## config.mk

```make
export PLATFORM = sky130hd
export DESIGN_NAME = instr_encoder
export DESIGN_NICKNAME = d
export VERILOG_FILES = /design/src/rtl/riscv_pkg.sv /design/src/rtl/sync_fifo.sv /design/src/rtl/instr_encoder.sv
export SDC_FILE = /design/constraint.sdc
export NUM_CORES = 1
export LEC_CHECK = 0
export CORE_MARGIN = 5
export CORE_UTILIZATION = 45
export DETAILED_ROUTE_END_ITERATION = 16
export GPL_ROUTABILITY_DRIVEN = 0
export PLACE_DENSITY = 0.74
export SYNTH_ARGS = -nofsm -noshare
export SYNTH_HDL_FRONTEND = slang
export SYNTH_HIERARCHICAL = 1
export SYNTH_SLANG_ARGS = --single-unit
```

## constraint.sdc

```tcl
create_clock -name clk -period 4.5 [get_ports clk]
set_clock_uncertainty 0.2 [all_clocks]
set_input_delay 1.35 -clock clk [delete_from_list [all_inputs] [get_ports clk]]
set_output_delay 1.35 -clock clk [all_outputs]
set_load 0.02 [all_outputs]
```

## src/rtl/riscv_pkg.sv

```systemverilog
// Shared RISC-V encoding constants: opcodes, instruction formats, immediate bounds.
// Used by both the decode-side immediate generator and the encoder.
package riscv_pkg;

  localparam logic [6:0] OP_LOAD   = 7'b0000011;
  localparam logic [6:0] OP_IMM    = 7'b0010011;
  localparam logic [6:0] OP_STORE  = 7'b0100011;
  localparam logic [6:0] OP_BRANCH = 7'b1100011;
  localparam logic [6:0] OP_OP     = 7'b0110011;

  typedef enum logic [1:0] {
    FMT_R = 2'b00,
    FMT_I = 2'b01,
    FMT_S = 2'b10,
    FMT_B = 2'b11
  } fmt_e;

  localparam int IMM12_MIN = -2048;
  localparam int IMM12_MAX = 2047;
  localparam int IMM13_MIN = -4096;
  localparam int IMM13_MAX = 4094;

endpackage

```

## src/rtl/sync_fifo.sv

```systemverilog
// Synchronous FIFO with registered full/empty flags.
// A pop does not free space for a push in the same cycle.
module sync_fifo #(
  parameter int WIDTH = 32,
  parameter int DEPTH = 2
) (
  input  logic             clk,
  input  logic             rst_n,
  input  logic             push,
  input  logic [WIDTH-1:0] wdata,
  input  logic             pop,
  output logic [WIDTH-1:0] rdata,
  output logic             full,
  output logic             empty
);

  localparam int AW = $clog2(DEPTH);
  localparam logic [AW:0] FULL_CNT = (AW+1)'(DEPTH);
  localparam logic [AW:0] ONE_CNT  = (AW+1)'(1);

  logic [WIDTH-1:0] r_mem [DEPTH];
  logic [AW-1:0]    r_wptr;
  logic [AW-1:0]    r_rptr;
  logic [AW:0]      r_cnt;
  logic             r_full;
  logic             r_empty;
  logic             w_push;
  logic             w_pop;
  logic [AW:0]      w_cnt_nxt;

  assign w_push = push & !r_full;
  assign w_pop  = pop & !r_empty;

  always_comb begin
    w_cnt_nxt = r_cnt;
    if (w_push & !w_pop)
      w_cnt_nxt = r_cnt + ONE_CNT;
    else if (!w_push & w_pop)
      w_cnt_nxt = r_cnt - ONE_CNT;
  end

  always_ff @(posedge clk or negedge rst_n) begin
    if (!rst_n) begin
      r_wptr  <= '0;
      r_rptr  <= '0;
      r_cnt   <= '0;
      r_full  <= 1'b0;
      r_empty <= 1'b1;
    end else begin
      if (w_push) r_wptr <= r_wptr + 1'b1;
      if (w_pop)  r_rptr <= r_rptr + 1'b1;
      r_cnt   <= w_cnt_nxt;
      r_full  <= (w_cnt_nxt == FULL_CNT);
      r_empty <= (w_cnt_nxt == '0);
    end
  end

  always_ff @(posedge clk) begin
    if (w_push) r_mem[r_wptr] <= wdata;
  end

  assign rdata = r_mem[r_rptr];
  assign full  = r_full;
  assign empty = r_empty;

endmodule

```

## src/rtl/instr_encoder.sv

```systemverilog
// Streaming R/I/S/B instruction encoder: packs fields, range-checks immediates,
// and writes accepted words to instruction memory at an auto-incrementing address.
module instr_encoder
  import riscv_pkg::*;
#(
  parameter int ADDR_W = 12,
  parameter int DEPTH  = 2
) (
  input  logic              clk,
  input  logic              rst_n,
  input  logic              in_valid,
  output logic              in_ready,
  input  logic [1:0]        in_fmt,
  input  logic [6:0]        in_opcode,
  input  logic [4:0]        in_rd,
  input  logic [4:0]        in_rs1,
  input  logic [4:0]        in_rs2,
  input  logic [2:0]        in_funct3,
  input  logic [6:0]        in_funct7,
  input  logic [31:0]       in_imm,
  input  logic              ld_addr,
  input  logic [ADDR_W-1:0] base_addr,
  output logic              mem_we,
  input  logic              mem_ready,
  output logic [ADDR_W-1:0] mem_addr,
  output logic [31:0]       mem_wdata,
  output logic              err_range,
  output logic [7:0]        err_count,
  output logic              busy
);

  logic              r_stage_v;
  logic              r_stage_err;
  logic [31:0]       r_stage_word;
  logic [ADDR_W-1:0] r_addr;
  logic              r_err_range;
  logic [7:0]        r_err_count;

  logic        w_hs;
  logic        w_stage_go;
  logic        w_push;
  logic        w_drop;
  logic        w_wr_done;
  logic        w_full;
  logic        w_empty;
  logic [31:0] w_head;
  logic        w_fmt_ok;
  logic        w_imm_ok;
  logic [31:0] w_word;
  logic        w_imm12_ok;
  logic        w_imm13_ok;
  logic        w_unused;

  assign w_unused = ^base_addr[1:0];

  assign w_imm12_ok = ($signed(in_imm) >= IMM12_MIN) &&
                      ($signed(in_imm) <= IMM12_MAX);
  assign w_imm13_ok = ($signed(in_imm) >= IMM13_MIN) &&
                      ($signed(in_imm) <= IMM13_MAX) &&
                      !in_imm[0];

  always_comb begin
    w_fmt_ok = 1'b0;
    w_imm_ok = 1'b1;
    w_word   = '0;
    unique case (fmt_e'(in_fmt))
      FMT_R: begin
        w_fmt_ok = (in_opcode == OP_OP);
        w_word   = {in_funct7, in_rs2, in_rs1, in_funct3,
                    in_rd, in_opcode};
      end
      FMT_I: begin
        w_fmt_ok = (in_opcode == OP_LOAD) ||
                   (in_opcode == OP_IMM);
        w_imm_ok = w_imm12_ok;
        w_word   = {in_imm[11:0], in_rs1, in_funct3,
                    in_rd, in_opcode};
      end
      FMT_S: begin
        w_fmt_ok = (in_opcode == OP_STORE);
        w_imm_ok = w_imm12_ok;
        w_word   = {in_imm[11:5], in_rs2, in_rs1, in_funct3,
                    in_imm[4:0], in_opcode};
      end
      FMT_B: begin
        w_fmt_ok = (in_opcode == OP_BRANCH);
        w_imm_ok = w_imm13_ok;
        w_word   = {in_imm[12], in_imm[10:5], in_rs2, in_rs1,
                    in_funct3, in_imm[4:1], in_imm[11], in_opcode};
      end
      default: ;
    endcase
  end

  // Uses the registered full flag only: no mem_ready -> in_ready path.
  assign in_ready   = rst_n & (!r_stage_v | r_stage_err | !w_full);
  assign w_hs       = in_valid & in_ready;
  assign w_stage_go = r_stage_v & (r_stage_err | !w_full);
  assign w_push     = r_stage_v & !r_stage_err & !w_full;
  assign w_drop     = r_stage_v & r_stage_err;
  assign w_wr_done  = !w_empty & mem_ready;

  always_ff @(posedge clk or negedge rst_n) begin
    if (!rst_n) begin
      r_stage_v    <= 1'b0;
      r_stage_err  <= 1'b0;
      r_stage_word <= '0;
    end else if (w_hs) begin
      r_stage_v    <= 1'b1;
      r_stage_err  <= !(w_fmt_ok & w_imm_ok);
      r_stage_word <= w_word;
    end else if (w_stage_go) begin
      r_stage_v    <= 1'b0;
      r_stage_err  <= 1'b0;
    end
  end

  always_ff @(posedge clk or negedge rst_n) begin
    if (!rst_n) begin
      r_err_range <= 1'b0;
      r_err_count <= '0;
    end else if (w_drop) begin
      r_err_range <= 1'b1;
      if (r_err_count != 8'hFF)
        r_err_count <= r_err_count + 8'd1;
    end
  end

  // A load wins over the advance of a write completing in the same cycle.
  always_ff @(posedge clk or negedge rst_n) begin
    if (!rst_n)
      r_addr <= '0;
    else if (ld_addr)
      r_addr <= {base_addr[ADDR_W-1:2], 2'b00};
    else if (w_wr_done)
      r_addr <= r_addr + ADDR_W'(4);
  end

  sync_fifo #(
    .WIDTH (32),
    .DEPTH (DEPTH)
  ) u_fifo (
    .clk   (clk),
    .rst_n (rst_n),
    .push  (w_push),
    .wdata (r_stage_word),
    .pop   (w_wr_done),
    .rdata (w_head),
    .full  (w_full),
    .empty (w_empty)
  );

  assign mem_we    = !w_empty;
  assign mem_wdata = w_head & {32{!w_empty}};
  assign mem_addr  = r_addr;
  assign err_range = r_err_range;
  assign err_count = r_err_count;
  assign busy      = r_stage_v | !w_empty;

endmodule

```

Word level (Yosys, flattened, before mapping)
Memories as Yosys holds them, arrays and structs flattened.
Index checks and enable logic that the tools add are counted.
W data, S select, Z words.
{ "classes": {"mux": 12, "add_sub_neg": 6, "n_eq_ne": 10, "order_cmp": 4, "bitwise": 17, "reduce_logical": 18} }
{ "ops": {"columns": ["operator", "count"], "rows": [
  ["$pmux W32 S4", 1],
  ["$and A32 B32 Y32", 1],
  ["$ge A32 B12 Y1 const B", 1],
  ["$ge A32 B13 Y1 const B", 1],
  ["$le A32 B12 Y1 const B", 1],
  ["$le A32 B13 Y1 const B", 1],
  ["$mux W12", 2],
  ["$eq A7 B6 Y1 const B", 2],
  ["$add A12 B3 Y12 const B", 1],
  ["$and A1 B1 Y1", 12],
  ["$add A8 B1 Y8 const B", 1],
  ["$logic_not A1 Y1", 8],
  ["$ne A8 B8 Y1 const B", 1],
  ["$eq A7 B2 Y1 const B", 1],
  ["$eq A7 B5 Y1 const B", 1],
  ["$eq A7 B7 Y1 const B", 1],
  ["$eq A2 B2 Y1 const B", 3],
  ["$mux W1", 5],
  ["$logic_not A2 Y1", 2],
  ["$mux W2", 2],
  ["$or A1 B1 Y1", 4],
  ["$pmux W1 S4", 1],
  ["$reduce_bool A2 Y1", 2],
  ["$logic_and A1 B1 Y1", 3],
  ["8 further kinds", 9]
]} }
{ "word_totals": {"mem_count": 1, "input_bits": 83, "wordCells": 79, "ff_bits": 61, "ram_bits": 64, "out_inout_bits": 56} }
{ "mem_list": {"columns": ["memory", "words", "word_bits", "rd", "rd_ports_with_merged_regs", "write_ports", "line", "rtl"], "rows": [
  ["u_fifo.r_mem", 2, 32, 1, 0, 1, "sync_fifo.sv:21", "logic [WIDTH-1:0] r_mem [DEPTH];"]
]} }

Depth between registers and ports, before layout
{ "depth": {"word_depth": 9, "mapped_depth": 6, "ltp_nobuf": 6} }

By module
Netlist, hierarchy kept.
{ "by_module_without_submodules": {"columns": ["module", "n_inst", "area_per_inst_um2", "seq_area_each_um2", "cells_each"], "rows": [
  ["instr_encoder", 1, 2942.8, 1326.3, 294],
  ["sync_fifo", 1, 2672.6, 2073.2, 131]
]} }

Worst setup path after synthesis
No wires, ideal clock.
{ "synth_timing": {"path_type": "in2out", "startpoint": "in rst_n", "endpoint": "out in_ready", "required_time_ns": 2.950, "slack_ns": 1.390, "path_stages": 1, "arrival_time_ns": 1.560, "cell_sequence": "and2_1"} }
{ "synth_via": {"elab_chain_cells": 1} }
{ "synth_lines": {"columns": ["item", "line", "rtl"], "rows": [
  ["start, declared", "instr_encoder.sv:10", "input logic rst_n,"],
  ["$and A1 B1 Y1", "instr_encoder.sv:96", "assign in_ready = rst_n & (!r_stage_v | r_stage_err | !w_full);"],
  ["end, declared", "instr_encoder.sv:12", "output logic in_ready,"]
]} }
No other way between the ends.

Worst setup path after layout
{ "layout_timing": {"startpoint": "reg u_fifo.r_empty (netlist: u_fifo/empty)", "endpoint": "out mem_wdata[30]"} }
{ "layout_via": {"elab_chain_cells": 2} }
{ "layout_lines": {"columns": ["item", "line", "rtl"], "rows": [
  ["start, declared", "sync_fifo.sv:26", "logic r_empty;"],
  ["start signal, assigned", "sync_fifo.sv:54", "r_empty <= (w_cnt_nxt == '0);"],
  ["$logic_not A1 Y1", "instr_encoder.sv:154", "assign mem_wdata = w_head & {32{!w_empty}};"],
  ["$and A32 B32 Y32", "instr_encoder.sv:154", null],
  ["end, declared", "instr_encoder.sv:26", "output logic [31:0] mem_wdata,"]
]} }
No other way between the ends.

==> metrics.yaml <==
run_status:
  status: "complete, no violations"
yosys:
  async_reset_ff_share_pct: 47.97
  ys_top_cells_by_area: "edfxtp_1 34%, dfrtp_1 26%, mux2_2 9.6%"
  synth_mux_area_share_pct: 9.804
  syn_inst: 425
  syn_area_mm2: 0.005615
  avgSynthCellArea_um2: 13.21
  synthFlopType: "edfxtp_1"
  synth_top_family_by_area: "simple AND/OR/NAND/NOR gates"
  yosys_warnings: 6
  synth.distinct_cells: 57
  synth-xor-area-share_pct: 3.454
  synth_compound_gate_area_share_pct: 7.977
  synth_top_area_share_pct: 34.22
  ys_seq_area_share_pct: 60.54
  synth_edf_count: 64
  yosysTopAreaCell: "edfxtp_1"
  synth-seq-cells: 123
  yosys.area_share.adder_pct: 1.560
  synthSimpleGateAreaFrac_pct: 13.70
worst_setup_path:
  cpLargestDelayFamily: "buffers and inverters"
  start_kind: "flip-flop"
  crit_type: "reg -> out"
  path_buf_inv: 2
  crit_fanout: 23
  slowest_delay_ps: 850
  cp.required_ps: 2950
  end_kind: "primary output"
  r2r-start: "r_stage_v$_DFFE_PN0P_"
  slowest_stage: "dfstp_2"
  path_cells: "buf_4 > nor2b_1 > clkdlybuf4s50_1"
  arrival_ps: 2230
  startpoint: "u_fifo/empty$_DFF_PN1_"
floorplanning:
  initial_core_util_pct: 46.36
  rows: 40
  core_area_mm2: 0.01211
  pin_count: 139
  die-width_um: 121.7
  die_y_um: 121.7
  dieArea_mm2: 0.01481
power_and_ir_drop:
  vdd_ir_drop_max_v: 0.0003064
  p_sw_share_pct: 28.88
  clock_power_share_pct: 34.9
  intPower_mw: 2.955
  leakage_nw: 2.945
  p_sw_mw: 1.200
  power_frac_comb_pct: 29.5
  p_per_area_mw_per_mm2: 536.9
  power.share.sequential_pct: 35.6
global_routing:
  grt-ovfl-total: 0
  grt_pass1_vias: 4034
  antenna_found_initial: 0
  grt_util_all_layers_pct: 17.35
  grt_max_degree: 62
  grt_pass1_wl_mm: 19.90
sta:
  slew_viol_final: 0
  worst_slew_pin_slew_ps: 1036
  fin_crit_sh_pct: 84.00
  fmax_mhz: 264.6
  setup_violations: 0
  relSlewSlack_pct: 30.77
  rsz0062_at_grt: "no"
  fin_crit_ps: 3780
  hold_viol_final: 0
  finalSetupTns_ps: 0
  setup_slack_ps: 720.2
clock_tree:
  clk_pin_slew_ps: 60
  htreeDepth: 4
  hold_buffers: 0
  cts_resized: 0
  postCtsSetupBuffers: 0
  clk-insertion-delay-late_ps: 400
  clockBufferDepth: 2
  clock_sinks: 123
  cts_root_buf: "clkbuf_16"
  cts_inserted_buffers: 17
  cts_tree: "done"
placed_design:
  pre_cts_ws_ps: 721.0
  portBuffers: 134
  hpwlAfterDp_mm: 8.665
  post_dp_cell_area_mm2: 0.007101
  post-place-cells: 714
route:
  drtIter0Drc: 206
  wirelength_mm: 12.21
  firstDrtPassIters: 5
  routedWlPerCell_um: 16.37
  drc_errors: 0
  ant_nets: 0
  via_count: 3803
  avgViaCountPerCell: 5.098
cells_and_area:
  final_cells: 746
  antennaDiodeCount: 0
  fin_nets: 655
  fillers: 959
  design_area_mm2: 0.007740
  drive_gt1_share_pct: 17.30
  area_delta_synth_final_pct: 37.83
worst_hold_path:
  hold_class: "reg -> reg"
  min-delay-start: "err_range$_DFFE_PN0P_"
job:
  max_cap_violations: 0
-- state kept, by name (all words and copies together) (netlist names) --
| name | cells |
|---|---|
| u_fifo/r_mem | 64 |
| r_stage_word | 32 |
| mem_addr | 10 |
| err_count | 8 |
| u_fifo/r_cnt | 2 |
| err_range | 1 |
| r_stage_err | 1 |
| r_stage_v | 1 |
| u_fifo/empty | 1 |
| u_fifo/full | 1 |
| u_fifo/r_rptr | 1 |
| u_fifo/r_wptr | 1 |
-- final timing paths --
path	end	slack, ps	cells past startpoint
worst max-delay path	mem_wdata[30]	720	3
worst min-delay path	err_range$_DFFE_PN0P_	260	1
worst max register to register	u_fifo/r_mem[1][2]$_DFFE_PP_	1990	4
worst min register to register	err_range$_DFFE_PN0P_	260	1
max in group asynchronous	mem_addr[7]$_DFFE_PN0N_	2580	2
min in group asynchronous	r_stage_word[27]$_DFFE_PN0P_	990	2
-- area by class of cell --
cell class | count | area [um^2] | share of cell area, %
clock inverters | 14 | 200.2 | 2.586
clock buffers | 18 | 439.2 | 5.674
flip-flops and latches | 123 | 3400 | 43.92
multi-input cells | 272 | 2072 | 26.77
inverters | 12 | 45.04 | 0.5820
well taps | 168 | 210.2 | 2.716
repair buffers | 139 | 1374 | 17.75
-- logic make-up (layout without fill, tap and decap cells) --
kind of cell,Yosys count,in the layout
buffers and inverters,31,183
multiplexers,49,49
AO/OA/AOI/OAI,64,64
XOR/XNOR,20,20
other,1,2
flip-flops,123,123
adder cells (fa/ha/maj),7,7
AND/OR/NAND/NOR,130,130
-- synthesized netlist by cell type (2+ instances only) --
master    instances
a21oi_1           4
a22oi_1          14
a32oi_1           2
and2b_1           3
and4_1            2
and4b_1           2
buf_2             4
buf_4             5
buf_6             3
clkbuf_1          7
dfrtp_1          58
edfxtp_1         64
ha_1              7
inv_1            12
mux2_2           48
nand2_1          37
nand2b_1          2
nand3_1           4
nand4_1          13
nor2_1           10
nor2b_1          33
nor3_1            4
nor4_1            5
o211ai_1          2
o21ai_0          29
o41ai_1           2
or2_2             2
xnor2_1          10
xor2_1            9
-- layout by cell type (no fill, tap or decap), types with 9 or more instances in the layout --
cell             synthesis  layout
edfxtp_1                64      64
dfrtp_1                 58      58
xnor2_1                 10      10
mux2_2                  48      48
nand4_1                 13      13
clkbuf_16                0      17
nor2b_1                 33      33
a22oi_1                 14      14
inv_1                   12      12
nand2_1                 37      37
o21ai_0                 29      29
xor2_1                   9       9
clkdlybuf4s50_1          0     133
-- power groups by stage --
stage	clock network [mW]	logic, mW	registers (mW)
after detailed placement	0	1.24	1.50
after global placement	0	1.22	1.49
after floorplan	0	0.710	1.48
after CTS	1.47	1.25	1.48
after global routing	1.53	1.31	1.50
final	1.45	1.22	1.48
-- worst register-to-register path, delay by kind of cell (launching register included) --
kind	cells	cell delay, ps
buf+inv	1	90
flops	1	400
simple gates	3	1410
-- layer usage --
layer	track usage, %	share of wire, %
met2	30.29	52
met3	4.875	5.0
met5	0	0
met1	20.51	42
met4	6.162	0.65
-- through the flow --
stage               power [mW]  hold slack [ps]  util [%]
global route             4.339            272.4     63.91
global placement         2.703            241.6     58.63
finish                   4.155            262.6     63.91
floorplan                2.189            236.6         -
CTS                      4.206            268.6     63.91
detailed placement       2.745            251.5     58.63
(Power assumes the default switching activity.)
